==> config.mk <==
export PLATFORM = sky130hd
export DESIGN_NAME = disp_sel_arbiter
export DESIGN_NICKNAME = d
export VERILOG_FILES = /design/src/rtl/disp_sel_arbiter_pkg.sv /design/src/rtl/disp_sel_arbiter_mux2x1.sv /design/src/rtl/disp_sel_arbiter.sv
export SDC_FILE = /design/constraint.sdc
export NUM_CORES = 1
export LEC_CHECK = 0
export BUFFER_PORTS_ARGS = -buffer_cell sky130_fd_sc_hd__buf_2
export CAP_MARGIN = 20
export CELL_PAD_IN_SITES_DETAIL_PLACEMENT = 1
export CELL_PAD_IN_SITES_GLOBAL_PLACEMENT = 2
export CORE_MARGIN = 4
export CORE_UTILIZATION = 35
export DETAILED_ROUTE_END_ITERATION = 8
export HOLD_SLACK_MARGIN = 0.06
export PLACE_DENSITY_LB_ADDON = 0.1
export REMOVE_ABC_BUFFERS = 1
export SETUP_SLACK_MARGIN = 0.1
export SLEW_MARGIN = 20
export SYNTH_ARGS = -nofsm -noshare
export SYNTH_HDL_FRONTEND = slang
export SYNTH_HIERARCHICAL = 1
export SYNTH_SLANG_ARGS = --single-unit
export TNS_END_PERCENT = 50
==> constraint.sdc <==
create_clock -name clk_i -period 3.4 [get_ports clk_i]
set_input_delay 0.34 -clock clk_i [delete_from_list [all_inputs] [get_ports clk_i]]
set_output_delay 0.34 -clock clk_i [all_outputs]
set_load 0.05 [all_outputs]
==> src/rtl/disp_sel_arbiter_pkg.sv <==
// Shared definitions for the display-select arbiter: state encodings,
// default pattern width/blank value and the grant decode helper.
package disp_sel_arbiter_pkg;

  localparam int unsigned SEG_WIDTH = 7;
  localparam logic [SEG_WIDTH-1:0] SEG_BLANK = 7'h00;

  typedef enum logic [1:0] {
    ST_IDLE = 2'b00,
    ST_OWN0 = 2'b01,
    ST_OWN1 = 2'b10
  } arb_state_t;

  // One-hot {gnt1,gnt0} for a given owner state; anything else grants nobody.
  function automatic logic [1:0] gnt_decode(input arb_state_t st);
    case (st)
      ST_OWN0: gnt_decode = 2'b01;
      ST_OWN1: gnt_decode = 2'b10;
      default: gnt_decode = 2'b00;
    endcase
  endfunction

endpackage

==> src/rtl/disp_sel_arbiter_mux2x1.sv <==
// Plain 2:1 pattern mux feeding the display output register.
module mux2x1 #(
  parameter int unsigned WIDTH = 7
) (
  input  logic [WIDTH-1:0] ENT0_i,
  input  logic [WIDTH-1:0] ENT1_i,
  input  logic             SEL_i,
  output logic [WIDTH-1:0] OUT_o
);

  // Select requester 1's pattern when SEL_i is high.
  always_comb begin
    OUT_o = SEL_i ? ENT1_i : ENT0_i;
  end

endmodule

==> src/rtl/disp_sel_arbiter.sv <==
// Round-robin arbiter sharing the 7-segment path between two requesters,
// with a minimum-visibility hold and a maximum-ownership limit.
module disp_sel_arbiter
  import disp_sel_arbiter_pkg::*;
#(
  parameter int unsigned WIDTH       = SEG_WIDTH,
  parameter int unsigned CNT_W       = 16,
  parameter int unsigned HOLD_CYCLES = 4,
  parameter int unsigned MAX_CYCLES  = 8,
  parameter logic [WIDTH-1:0] BLANK  = SEG_BLANK
) (
  input  logic             clk_i,
  input  logic             rst_n_i,
  input  logic             req0_i,
  input  logic             req1_i,
  input  logic [WIDTH-1:0] data0_i,
  input  logic [WIDTH-1:0] data1_i,
  output logic [1:0]       gnt_o,
  output logic             sel_o,
  output logic [WIDTH-1:0] seg_o,
  output logic             preempt_o
);

  localparam logic [CNT_W-1:0] HOLD_LAST = CNT_W'(HOLD_CYCLES - 1);
  localparam logic [CNT_W-1:0] MAX_LAST  = CNT_W'(MAX_CYCLES - 1);

  arb_state_t       state, state_nxt, other_st;
  logic [CNT_W-1:0] cnt, cnt_nxt;
  logic             rr_last, rr_nxt;
  logic             pre_nxt;
  logic             mine, other;
  logic [WIDTH-1:0] mux_out;

  mux2x1 #(.WIDTH(WIDTH)) u_mux (
    .ENT0_i (data0_i),
    .ENT1_i (data1_i),
    .SEL_i  (sel_o),
    .OUT_o  (mux_out)
  );

  // Next-state, ownership counter and round-robin pointer.
  always_comb begin
    state_nxt = state;
    cnt_nxt   = cnt;
    rr_nxt    = rr_last;
    pre_nxt   = 1'b0;
    mine      = 1'b0;
    other     = 1'b0;
    other_st  = ST_IDLE;
    case (state)
      ST_IDLE: begin
        // rr_last=1 means requester 1 owned last, so requester 0 wins a tie.
        if (req0_i && (!req1_i || rr_last)) state_nxt = ST_OWN0;
        else if (req1_i)                    state_nxt = ST_OWN1;
      end
      ST_OWN0, ST_OWN1: begin
        mine     = (state == ST_OWN0) ? req0_i : req1_i;
        other    = (state == ST_OWN0) ? req1_i : req0_i;
        other_st = (state == ST_OWN0) ? ST_OWN1 : ST_OWN0;
        if (cnt < HOLD_LAST) begin
          cnt_nxt = cnt + 1'b1;
        end else if (!mine) begin
          state_nxt = other ? other_st : ST_IDLE;
        end else if (other && (cnt == MAX_LAST)) begin
          state_nxt = other_st;
          pre_nxt   = 1'b1;
        end else if (cnt != MAX_LAST) begin
          cnt_nxt = cnt + 1'b1;
        end
      end
      default: state_nxt = ST_IDLE;
    endcase
    // Every change of owner restarts the count and records the new owner.
    if (state_nxt != state) begin
      cnt_nxt = '0;
      if (state_nxt != ST_IDLE) rr_nxt = (state_nxt == ST_OWN1);
    end
  end

  // State, counters and all registered outputs.
  always_ff @(posedge clk_i or negedge rst_n_i) begin
    if (!rst_n_i) begin
      state     <= ST_IDLE;
      cnt       <= '0;
      rr_last   <= 1'b1;
      gnt_o     <= '0;
      sel_o     <= 1'b0;
      seg_o     <= BLANK;
      preempt_o <= 1'b0;
    end else begin
      state     <= state_nxt;
      cnt       <= cnt_nxt;
      rr_last   <= rr_nxt;
      gnt_o     <= gnt_decode(state_nxt);
      sel_o     <= (state_nxt == ST_OWN1);
      seg_o     <= (state == ST_IDLE) ? BLANK : mux_out;
      preempt_o <= pre_nxt;
    end
  end

endmodule

==> metrics.cfg <==
[clock_network]
clk_pin_slew_ps = 60
insertion_delay_ps = 270
cts.sinks = 29
cts_tree = yes
clockBufferDepth = 2
cts-buffers-inserted = 5
cts_hold_buf = 0
cts_root_buf = clkbuf_8
post_cts_resized = 0
cts_setup_buffers = 0
cts_max_level = 2

[floorplan]
core_sq_um = 5170
die_w_um = 81.6
row_count = 26
initial_utilization = 0.366
die-area_sq_um = 6660
ioPinCount = 29
die_h_um = 81.6

[global_routing]
grt_pass1_vias = 1682
antenna_found_initial = 0
grt_max_degree = 30
grt_pass1_wl_um = 7890
grt_usage = 0.152
grt_overflow = 0

[finish]
diodes = 0
syn2layout_area_growth_pct = 16.8
nets = 241
nFillCells = 620
layout-drive-gt1-share = 0.309

[yosys]
synth_top_cells_by_area = dfrtp_1 37%, nor3_2 6.3%, mux2_4 5.5%
synth-async-reset-ratio = 1.00
synth_cells = 189
yosys.area.top_type_share = 0.370
synth_common_cells = 28 x dfrtp_1, 15 x nand2_1, 13 x nor2_1, 12 x nor3_2
yosys.cell_types.count = 48
ys_ff_latch = 29
synthMostInstantiatedCell = dfrtp_1
avgSynthCellArea_sq_um = 10.0
seq_area_frac_synth = 0.383
netlist_area_sq_um = 1900
yosys_warnings = 6
yosys.area.top_type = dfrtp_1
synth-edff-count = 0
synthFlopType = dfrtp_1

[pwr]
intPower_mw = 1.00
p_sw_uw = 771
p_leak_nw = 0.999
vdd_drop_max_mv = 0.442
seqPwrFrac = 0.275
comb_power_share = 0.488
p_per_area_nw_per_um2 = 802
netSwitchingFraction = 0.434
clkPwrFrac = 0.237

[timing]
fin_tns_setup_ps = 0
rsz0062_at_grt = no
period_minus_slack_ps = 2590
period_share = 0.763
finalHoldViolations = 0
slew_headroom = 0.575
setup_violations = 0
hold-worst-slack_ps = 84.0
fmax_ghz = 0.386
clock_skew_ps = 4.05
final_max_slew_viol_count = 0
worst_slew_pin_slew_ps = 630

[detailed_routing]
first_pass_iters = 3
wl_per_cell_um = 15.6
drc = 0
drtAntennaViolNets = 0
vias = 1504
drt_iter0_markers = 64
wirelength_um = 4530
routed_via_density = 5.19

[critical_path]
startpoint_type = flop
path_class = flop to flop
crit_path_top_delay_cell = o41ai_4
crit_family = simple AND/OR/NAND/NOR gates
worstPathCellList = ha_1 > nor4b_2 > nand4_2 > and2_4 > o41ai_4 > nor3_2 > or2_1 > buf_4 > nor3_1
cp.arrival_ps = 2780
endpoint_kind = flop
max_stage_delay_ps = 410
required_ps = 3580
worst-path-buf-inv = 1
crit_path_max_fanout = 16

[place]
dp_hpwl_um = 3420
numPortBuffers = 28
gp_congestion = 0.763

[job]
drv_cap = 0

[hold_path]
hp-class = input pin to async pin

[run_status]
status = complete, no violations

[placed cells by master, fill, tap and decap left out, types with 2 or more instances in the layout]
cell        n
dfrtp_1    28
buf_2      28
nand2_1    15
nor2_1     13
nor3_2     12
nor3_1      9
nor2b_1     9
a21oi_1     8
nand3_1     8
xor2_1      8
xnor2_1     7
mux2_4      7
inv_1       6
o21ai_0     5
clkbuf_8    5
and3_1      4
ha_1        4
and4_1      3
nand4_1     3
or2_2       3
nor4_4      2
nand2b_1    2
o21a_1      2
and2_1      2
nor4_1      2
bufinv_16   2
buf_4       2
[flip-flops by register name, summed over array words and instances (netlist names)]
register / flops
preempt_o: 1
seg_o: 7
state: 2
cnt: 16
rr_last: 1
gnt_o: 2
[kinds of logic after synthesis]
kind of cell	after synthesis	share of synthesized area
compound gates	27	0.104
simple gates	93	0.314
flops	29	0.383
mux	8	0.0607
buf+inv	13	0.0422
xor+xnor	15	0.0693
fa+ha+maj	4	0.0264
[worst reg2reg max path, stage by stage, from the launching register on]
cell and delay (ps):
dfrtp_1 380, ha_1 290, nor4b_2 280, nand4_2 170, and2_4 210, o41ai_4 420
nor3_2 100, or2_1 240, buf_4 210, nor3_1 220
[final cells by class]
class                      count  area [sq um]  area share
clock buffer                   5          68.8      0.0311
clock inverter                 3          65.1      0.0294
inverter                       6          22.5      0.0102
multi-input combinational    147          1090       0.492
sequential                    29           727       0.328
tap                           70          87.6      0.0395
timing repair buffer          30           155      0.0701
[routing by layer]
layer | GRT usage | wire length [um] | vias to the layer above
li1 | - | - | 732
met1 | 0.190 | 2040 | 743
met2 | 0.266 | 2250 | 27
met3 | 0.0373 | 208 | 2
met4 | 0.0299 | 19 | 0
met5 | 0 | 0 | -
[path summary, 6_finish.rpt]
| path | start | endpoint | slack, ps | cells after the start |
|---|---|---|---|---|
| hold reg to reg | rr_last | rr_last | 550 | 2 |
| setup / recovery | cnt[0] | cnt[13] | 810 | 9 |
| setup reg to reg | cnt[0] | cnt[13] | 810 | 9 |
| max in group asynchronous | rst_n_i | cnt[15] | 2910 | 1 |
| hold / removal | rst_n_i | cnt[3] | 80 | 1 |
| min in group clk_i | req1_i | preempt_o | 380 | 3 |
[stage by stage]
step | power (mW) | utilization | setup slack, ps | instance area (sq um) | instances
floorplan | 1.13 | - | 926 | 1840 | 182
global placement | 1.36 | 0.402 | 954 | 2080 | 282
detailed placement | 1.38 | 0.402 | 777 | 2080 | 282
CTS | 1.81 | 0.428 | 753 | 2210 | 290
global route | 1.91 | 0.428 | 545 | 2210 | 290
finish | 1.78 | 0.428 | 806 | 2210 | 290
[power by group through the flow]
stage	clock network [mW]	logic (mW)	registers [mW]
2_1_floorplan	0	0.483	0.649
3_3_place_gp	0	0.865	0.492
3_5_place_dp	0	0.883	0.494
4_1_cts	0.432	0.891	0.490
5_1_grt	0.447	0.960	0.503
6_report	0.420	0.867	0.488
Power figures use the tool's default switching activity.
